## src/rtl/dmem_pkg.sv

```systemverilog
// Shared definitions for the data-memory arbiter: default widths and index helpers.
package dmem_pkg;

  localparam int unsigned DefAddrW = 16;
  localparam int unsigned DefDataW = 16;

  // Increment with wrap at n-1; n need not be a power of two.
  function automatic int unsigned wrap_inc(int unsigned idx, int unsigned n);
    return (idx + 1 >= n) ? 32'd0 : idx + 1;
  endfunction

  function automatic int unsigned lane_lsb(int unsigned lane, int unsigned width);
    return lane * width;
  endfunction

endpackage

```

## src/rtl/rr_pick.sv

```systemverilog
// Combinational N-way rotating priority encoder: first requester at or above ptr_i wins,
// searching upward with wrap.
module rr_pick #(
  parameter int unsigned N    = 10,
  parameter int unsigned PtrW = $clog2(N)
) (
  input  logic [N-1:0]    req_i,
  input  logic [PtrW-1:0] ptr_i,
  output logic [N-1:0]    gnt_o,
  output logic            valid_o
);

  logic [PtrW:0] pos;

  always_comb begin
    gnt_o   = '0;
    valid_o = 1'b0;
    pos     = '0;
    for (int unsigned k = 0; k < N; k++) begin
      pos = {1'b0, ptr_i} + (PtrW + 1)'(k);
      if (pos >= (PtrW + 1)'(N)) begin
        pos = pos - (PtrW + 1)'(N);
      end
      if (!valid_o && req_i[pos[PtrW-1:0]]) begin
        gnt_o[pos[PtrW-1:0]] = 1'b1;
        valid_o              = 1'b1;
      end
    end
  end

endmodule

```

## src/rtl/dmem_rr_arbiter.sv

```systemverilog
// N-port round-robin arbiter with bounded burst locking in front of one single-port
// synchronous data memory; a testbench port preempts all cores.
module dmem_rr_arbiter
  import dmem_pkg::*;
#(
  parameter int unsigned N_PORTS   = 10,
  parameter int unsigned ADDR_W    = DefAddrW,
  parameter int unsigned DATA_W    = DefDataW,
  parameter int unsigned MAX_BURST = 8
) (
  input  logic                        clk,
  input  logic                        RESET,
  input  logic [N_PORTS-1:0]          req,
  input  logic [N_PORTS-1:0]          we,
  input  logic [N_PORTS-1:0]          lock,
  input  logic [N_PORTS*ADDR_W-1:0]   addr,
  input  logic [N_PORTS*DATA_W-1:0]   wdata,
  output logic [N_PORTS-1:0]          gnt,
  output logic [N_PORTS-1:0]          rvalid,
  output logic [DATA_W-1:0]           rdata,
  input  logic                        tb_en,
  input  logic                        tb_we,
  input  logic [ADDR_W-1:0]           tb_addr,
  input  logic [DATA_W-1:0]           tb_wdata,
  output logic [DATA_W-1:0]           tb_rdata,
  output logic                        mem_we,
  output logic [ADDR_W-1:0]           mem_addr,
  output logic [DATA_W-1:0]           mem_wdata,
  input  logic [DATA_W-1:0]           mem_rdata
);

  localparam int unsigned PtrW   = $clog2(N_PORTS);
  localparam int unsigned BurstW = $clog2(MAX_BURST + 1);

  logic [PtrW-1:0]    ptr_q, ptr_d, owner_q, owner_d;
  logic               owner_vld_q, owner_vld_d;
  logic [BurstW-1:0]  burst_q, burst_d;
  logic [N_PORTS-1:0] rtag_q, rtag_d;
  logic               tb_rd_q;
  logic [ADDR_W-1:0]  maddr_q;
  logic [DATA_W-1:0]  mwdata_q;

  logic [ADDR_W-1:0]  addr_lane  [N_PORTS];
  logic [DATA_W-1:0]  wdata_lane [N_PORTS];

  logic [N_PORTS-1:0] pick_gnt;
  logic [PtrW-1:0]    pick_idx, search_ptr, win_idx;
  logic               pick_valid, owner_hold, burst_full, others_req, forced;
  logic               owner_win, win_valid;

  always_comb begin
    for (int unsigned i = 0; i < N_PORTS; i++) begin
      addr_lane[i]  = addr[lane_lsb(i, ADDR_W) +: ADDR_W];
      wdata_lane[i] = wdata[lane_lsb(i, DATA_W) +: DATA_W];
    end
  end

  always_comb begin
    others_req = 1'b0;
    for (int unsigned i = 0; i < N_PORTS; i++) begin
      if (PtrW'(i) != owner_q && req[i]) begin
        others_req = 1'b1;
      end
    end
  end

  assign owner_hold = owner_vld_q & req[owner_q] & lock[owner_q];
  assign burst_full = (burst_q == BurstW'(MAX_BURST));
  // An expired burst yields exactly one arbitration to the others, searched from owner+1.
  assign forced     = owner_hold & burst_full & others_req;
  assign owner_win  = owner_hold & ~forced;
  assign search_ptr = forced ? PtrW'(wrap_inc(32'(owner_q), N_PORTS)) : ptr_q;

  rr_pick #(
    .N    (N_PORTS),
    .PtrW (PtrW)
  ) u_pick (
    .req_i   (req),
    .ptr_i   (search_ptr),
    .gnt_o   (pick_gnt),
    .valid_o (pick_valid)
  );

  always_comb begin
    pick_idx = '0;
    for (int unsigned i = 0; i < N_PORTS; i++) begin
      if (pick_gnt[i]) begin
        pick_idx = PtrW'(i);
      end
    end
  end

  assign win_valid = RESET & ~tb_en & (owner_win | pick_valid);
  assign win_idx   = owner_win ? owner_q : pick_idx;

  always_comb begin
    gnt = '0;
    if (win_valid) begin
      gnt[win_idx] = 1'b1;
    end
  end

  always_comb begin
    mem_we    = 1'b0;
    mem_addr  = maddr_q;
    mem_wdata = mwdata_q;
    if (tb_en) begin
      mem_we    = tb_we & RESET;
      mem_addr  = tb_addr;
      mem_wdata = tb_wdata;
    end else if (win_valid) begin
      mem_we    = we[win_idx];
      mem_addr  = addr_lane[win_idx];
      mem_wdata = wdata_lane[win_idx];
    end
  end

  always_comb begin
    ptr_d       = ptr_q;
    owner_vld_d = owner_vld_q;
    owner_d     = owner_q;
    burst_d     = burst_q;
    rtag_d      = '0;
    if (win_valid && !we[win_idx]) begin
      rtag_d = gnt;
    end
    if (tb_en || !win_valid) begin
      owner_vld_d = 1'b0;
      burst_d     = '0;
    end else if (owner_win) begin
      burst_d = burst_full ? BurstW'(1) : burst_q + BurstW'(1);
    end else if (lock[win_idx]) begin
      owner_vld_d = 1'b1;
      owner_d     = win_idx;
      burst_d     = BurstW'(1);
      ptr_d       = search_ptr;
    end else begin
      owner_vld_d = 1'b0;
      burst_d     = '0;
      ptr_d       = PtrW'(wrap_inc(32'(win_idx), N_PORTS));
    end
  end

  always_ff @(posedge clk) begin
    if (!RESET) begin
      ptr_q       <= '0;
      owner_vld_q <= 1'b0;
      owner_q     <= '0;
      burst_q     <= '0;
      rtag_q      <= '0;
      tb_rd_q     <= 1'b0;
      maddr_q     <= '0;
      mwdata_q    <= '0;
    end else begin
      ptr_q       <= ptr_d;
      owner_vld_q <= owner_vld_d;
      owner_q     <= owner_d;
      burst_q     <= burst_d;
      rtag_q      <= rtag_d;
      tb_rd_q     <= tb_en;
      maddr_q     <= mem_addr;
      mwdata_q    <= mem_wdata;
    end
  end

  assign rvalid   = rtag_q;
  assign rdata    = (|rtag_q) ? mem_rdata : '0;
  assign tb_rdata = tb_rd_q ? mem_rdata : '0;

endmodule

```

## config.mk

```make
export PLATFORM = sky130hd
export DESIGN_NAME = dmem_rr_arbiter
export DESIGN_NICKNAME = d
export VERILOG_FILES = /design/src/rtl/dmem_pkg.sv /design/src/rtl/rr_pick.sv /design/src/rtl/dmem_rr_arbiter.sv
export SDC_FILE = /design/constraint.sdc
export NUM_CORES = 1
export LEC_CHECK = 0
export CAP_MARGIN = 25
export CORE_AREA = 4 4 188 190
export DETAILED_ROUTE_END_ITERATION = 12
export DIE_AREA = 0 0 192 194
export DONT_BUFFER_PORTS = 1
export PLACE_DENSITY_LB_ADDON = 0.12
export SLEW_MARGIN = 20
export SYNTH_ARGS = -nofsm -noshare
export SYNTH_HDL_FRONTEND = slang
export SYNTH_SLANG_ARGS = --single-unit
```

## constraint.sdc

```tcl
create_clock -name clk -period 8.9 [get_ports clk]
set_clock_uncertainty 0.1 [all_clocks]
set_input_delay 0 -clock clk [delete_from_list [all_inputs] [get_ports clk]]
set_output_delay 0 -clock clk [all_outputs]
set_load 0.1 [all_outputs]
```

==> results.yml, run 1 <==
floorplanning:
  initial_core_util: 0.323
  chipWidth_um: 192
  core_area_um2: 33400
  rows: 67
  die_h_um: 194
  dieArea_um2: 37200
  io_pins: 487
layout:
  drive_above_1_share: 0.202
  area_growth_pct: 23.7
  fin_nets: 2131
global_routing:
  met3_usage: 0.0598
  grt_overflow: 0
  grt_most_used_layer: "met2"
  grt_pass1_vias: 14000
  grt_antenna_before_repair: 20
  grt_max_degree: 65
  grt_usage: 0.347
  use_met1: 0.417
  grt_util_met2: 0.597
  grt_pass1_wl_um: 97500
pwr:
  power.leakage_nw: 5.07
  ir_worst_vdd_v: 0.000314
  power_mw: 7.20
  powerDensity_nw_per_um2: 539
timing:
  fin_crit_ns: 8.62
  worst_pin_slew_ns: 1.13
  period_share: 0.968
  hold_violations: 0
  fmax_ghz: 0.116
  setup_ws_ns: 0.281
  final_max_slew_viol_count: 0
  setup_viol: 0
  slew_headroom: 0.243
clock_network:
  numCtsBuffers: 5
  cts_tree: "yes"
  cts_sinks: 56
  ctsRootBufferMaster: "clkbuf_16"
  clock_latency_ns: 0.31
  cts.clk_slew.worst_paths_ns: 0.09
  cts.path.max_buffers: 2
  cts_max_level: 2
setup_path:
  r2r-start: "owner_q[3]"
  crit_arrival_ns: 8.52
  required_ns: 8.80
  crit_start: "owner_q[3]"
  cp-end-kind: "output pin"
  cp-start-kind: "flop"
  crit_fanout: 23
  path_class: "reg -> out"
  critPathMostFrequentCell: "buf_4"
  slowest_stage: "fa_1"
  cpPeakStageDelay_ns: 0.50
detailed_routing:
  drt-initial-drc-count: 1334
  num_vias: 14300
  remaining_drc_errors: 0
  first_pass_iters: 5
  wl_um: 68400
  vias_per_cell: 6.58
  ant_nets: 0
  wire_per_inst_um: 31.5
worst_hold_path:
  hp-class: "in -> reg"
  min_from: "wdata[157]"
flow_run:
  maxCapViolCount: 0
place:
  pre_cts_slack_ns: -0.112
  port_buffers: 0
  dp_hpwl_um: 54700
  gp_congestion: 1.01
status:
  outcome: "finished clean"
synthesis:
  yosys_warnings: 0
  synth_edf_count: 0
  synth_area_per_cell_um2: 6.66
  synth_seq_cells: 56
  synthesis.instances: 1623
  ys_types: 111
  async_flop_share: 0
  netlist_area_um2: 10800
  yosysSeqAreaShare: 0.104
  synth-main-ff-cell: "dfxtp_1"
  syn_nets: 2055
-- through the flow --
stage | area [µm²] | TNS [ns] | hold slack, ns | instances | util
after floorplan | 10900 | 0 | 0.0452 | 1623 | -
after global placement | 12100 | -0.768 | 0.0442 | 2068 | 0.363
after detailed placement | 12100 | -0.270 | 0.0491 | 2068 | 0.363
after CTS | 13000 | 0 | 0.0228 | 2141 | 0.389
after global routing | 13400 | -0.186 | 0.0557 | 2164 | 0.399
final | 13400 | 0 | 0.0307 | 2168 | 0.400
-- where the power goes --
group	switching [mW]	total [mW]	internal, mW	leakage [nW]
Sequential	0.0915	0.412	0.321	0.461
Clock	0.113	0.220	0.106	0.0743
Combinational	4.49	6.57	2.09	4.53
-- worst max-delay path: cells and delay by family (launching register included) --
family / cells / cell delay (ns)
buf+inv: 8 / 1.46
simple gates: 12 / 3.27
fa+ha+maj: 2 / 0.82
flops: 1 / 0.37
compound gates: 9 / 2.25
-- sequential cells by signal (all words and copies together), names as in the netlist --
name,cells
ptr_q,4
maddr_q,16
burst_q,4
owner_vld_q,1
owner_q,4
tb_rd_q,1
rvalid,10
mwdata_q,16
-- metal layers --
metal / vias up / wire, µm
li1: 6272 / -
met1: 7012 / 25900
met2: 827 / 33700
met3: 154 / 5020
met4: 2 / 3850
met5: - / 13
-- cell usage after synthesis, types with 28 or more instances --
| master | instances | area, µm² |
|---|---|---|
| nand2_1 | 245 | 920 |
| nand3_1 | 123 | 616 |
| o21ai_0 | 108 | 541 |
| nor2_1 | 92 | 345 |
| clkbuf_1 | 87 | 327 |
| and2_1 | 72 | 450 |
| and3_1 | 64 | 400 |
| dfxtp_1 | 56 | 1120 |
| nor3_1 | 50 | 250 |
| a21oi_1 | 46 | 230 |
| a311oi_1 | 45 | 394 |
| mux2i_1 | 43 | 430 |
| buf_2 | 41 | 205 |
| mux2_2 | 36 | 405 |
| inv_1 | 35 | 131 |
| a31oi_1 | 29 | 181 |
| ha_1 | 29 | 363 |
| o211ai_1 | 28 | 210 |
-- cell type report --
type | count | area, µm²
Timing Repair Buffer | 216 | 2000
Clock inverter | 3 | 22.5
Multi-Input combinational cell | 1379 | 9320
Sequential cell | 56 | 1120
Tap cell | 448 | 561
Clock buffer | 5 | 125
Antenna cell | 20 | 50.0
Fill cell | 3659 | 20100
Inverter | 41 | 159
-- layout by cell type (no fill, tap or decap), drive strengths merged, types with 19 or more instances in the layout --
cell	instances
a311oi	47
mux2i	44
nand2	245
and2	72
diode	20
nand3	124
a211oi	20
a21oi	47
mux2	40
and3	64
nor3	53
inv	40
o31ai	27
o21ai	120
dfxtp	56
dlygate4sd3	62
nor4	21
o211ai	28
ha	29
xnor2	19
a31oi	29
buf	153
a22oi	25
nor2	93
-- cells by family (layout without fill, tap and decap cells) --
kind of cell | count (synthesis) | after routing | share of synthesized area
fa+ha+maj | 30 | 30 | 0.0354
flops | 56 | 56 | 0.104
compound gates | 473 | 473 | 0.319
mux | 84 | 84 | 0.0831
simple gates | 767 | 767 | 0.361
xor+xnor | 25 | 25 | 0.0220
buf+inv | 188 | 265 | 0.0757
other cells | 0 | 20 | 0
-- worst paths after layout --
| check | endpoint | slack (ns) | depth (start not counted) |
|---|---|---|---|
| setup / recovery | mem_wdata[4] | 0.28 | 31 |
| hold / removal | mwdata_q[13] | 0.03 | 5 |
| hold reg to reg | burst_q[0] | 0.41 | 1 |
| setup reg to reg | mwdata_q[11] | 0.32 | 32 |
-- timing repair --
| item | 4_1_cts | 5_1_grt |
|---|---|---|
| endpoints found under the setup margin | 22 | 95 |
| gates resized for setup | 15 | 53 |
| buffers inserted | 2 | 7 |
| hold endpoints to repair | 42 | 0 |
| hold buffers | 63 | 0 |
| pin swaps | 2 | 7 |
Power figures use the tool's default switching activity.
==> run 2, diff against run 1 <==
Settings changed: MAX_ROUTING_LAYER from default to met4.
==> run 2 against run 1 <==
  * Power grew 1.5%
  * Global-route usage grew 0.97 points
  * Combinational power grew 2%
  * Largest cell class unchanged
==> results.yml, run 2 (synthesized netlist as in run 1, its figures left out) <==
pwr:
  powerDensity_nw_per_um2: 545
  ir_worst_vdd_v: 0.000331
  power.leakage_nw: 5.05
setup_path:
  path_class: "reg -> out"
  path_depth: 36
  cp-start-kind: "flop"
  required_ns: 8.80
  worst_r2r_endpoint: "maddr_q[7]"
  cpPeakStageDelay_ns: 0.45
  slowest_stage: "a221o_1"
  critical_path.top_delay_family: "simple AND/OR/NAND/NOR gates"
  crit_arrival_ns: 8.66
  crit_fanout: 64
  cp-end-kind: "output pin"
  worstSetupEndpoint: "mem_wdata[5]"
  r2r_cells: 36
  crit_buf_inv: 7
  crit_start: "owner_q[1]"
  reg2reg_slack_ns: 0.29
  r2r-start: "owner_q[1]"
global_routing:
  grt_pass1_wl_um: 96800
  grt_overflow: 0
  met3_usage: 0.0506
  grt_pass1_vias: 13600
  grt_max_degree: 65
  grt_antenna_before_repair: 27
  use_met1: 0.429
  grt_usage: 0.356
  grt_most_used_layer: "met2"
  grt_util_met2: 0.586
detailed_routing:
  first_pass_iters: 6
  num_vias: 14300
  drt-initial-drc-count: 1546
  vias_per_cell: 6.65
  remaining_drc_errors: 0
  ant_nets: 0
  wl_um: 69400
  wire_per_inst_um: 32.2
layout:
  layout_commonest_cell: "nand2_1"
  area_growth_pct: 24.1
  layout_common_cells: "nand2_1 (223), nand3_1 (121), buf_4 (118)"
  fill_cells: 3511
  fin_nets: 2120
  final_cell_area_um2: 13400
  fin_cells: 2159
  drive_above_1_share: 0.198
timing:
  period_share: 0.984
  slew_headroom: 0.299
  hold_violations: 0
  rsz0062_at_grt: "yes"
  worst_pin_slew_ns: 1.05
  fmax_ghz: 0.114
  finalHoldWorstSlack_ns: 0.0234
  setup-tns-final_ns: 0
  fin_crit_ns: 8.76
  setup_ws_ns: 0.140
  setup_viol: 0
  final_max_slew_viol_count: 0
floorplanning:
  core_area_um2: 33400
  die_h_um: 194
  chipWidth_um: 192
  rows: 67
  io_pins: 487
  initial_core_util: 0.323
  dieArea_um2: 37200
clock_network:
  cts.path.max_buffers: 2
  clock_latency_ns: 0.33
  ctsRootBufferMaster: "clkbuf_16"
  numCtsBuffers: 5
  cts_tree: "yes"
  cts_sinks: 56
  cts_max_level: 2
  cts.clk_slew.worst_paths_ns: 0.09
place:
  placed_cells: 2055
  placed_area_um2: 12100
  dp_hpwl_um: 54100
  gp_congestion: 1.01
  pre_cts_slack_ns: -0.348
  port_buffers: 0
status:
  outcome: "finished clean"
worst_hold_path:
  min_from: "wdata[155]"
  hp-class: "in -> reg"
flow_run:
  maxCapViolCount: 0
-- run 2: cell count changes in the layout (fill, tap and decap cells not counted), sizes merged, moves of 2 or more --
cell / before / now
clkinv: 4 / 2
buf: 153 / 142
dlygate4sd3: 62 / 60
diode: 20 / 22
-- run 2: power breakdown --
group          leakage [nW]  internal [mW]  switching (mW)
Clock                0.0703          0.106           0.119
Combinational          4.52           2.13            4.55
Sequential            0.461          0.321          0.0923
Total                  5.05           2.55            4.76
-- run 2: how the worst min path moves through the flow --
stage | endpoint | cells after the start
after global routing | mwdata_q[11] | 5
after global placement | maddr_q[13] | 1
after CTS | mwdata_q[11] | 5
after floorplan | tb_rd_q | 1
after detailed placement | maddr_q[13] | 1
final | mwdata_q[11] | 5
-- run 2: per-stage QoR --
step                      total power [mW]   util
after floorplan                       4.65      -
after global placement                6.56  0.361
after global routing                  7.60  0.401
after detailed placement              6.55  0.361
after CTS                             6.97  0.389
final                                 7.31  0.401
-- run 2: layer usage --
layer | up-vias | wire length (µm)
met1 | 7035 | 26300
met2 | 888 | 33700
met3 | 160 | 5140
met5 | - | 0
li1 | 6264 | -
met4 | 0 | 4320
-- run 2: repair_timing --
action / 4_1_cts / 5_1_grt
endpoints found under the hold margin: 41 / 0
pin swaps: 3 / 8
setup endpoints to repair: 42 / 74
cloned: 0 / 3
hold buffers: 61 / 0
buffers inserted: 3 / 7
resized for setup: 28 / 50
-- run 2: cell type report --
cell class                      instances  area [µm²]  area share
Tap cell                              448         561      0.0418
Clock inverter                          3        21.3     0.00159
Antenna cell                           22        55.1     0.00410
Inverter                               41         160      0.0119
Clock buffer                            5         125     0.00933
Sequential cell                        56        1120      0.0839
Timing Repair Buffer                  204        2010       0.150
Multi-Input combinational cell       1380        9360       0.698
-- run 2: worst reg2reg max path, delay by kind of cell, from the launching register on --
kind	cells	cell delay (ns)
and+or+nand+nor	16	3.00
AOI/OAI and AO/OA	9	2.38
buffers and inverters	6	1.27
adders and majority gates	3	0.77
muxes	2	0.58
DFF	1	0.40
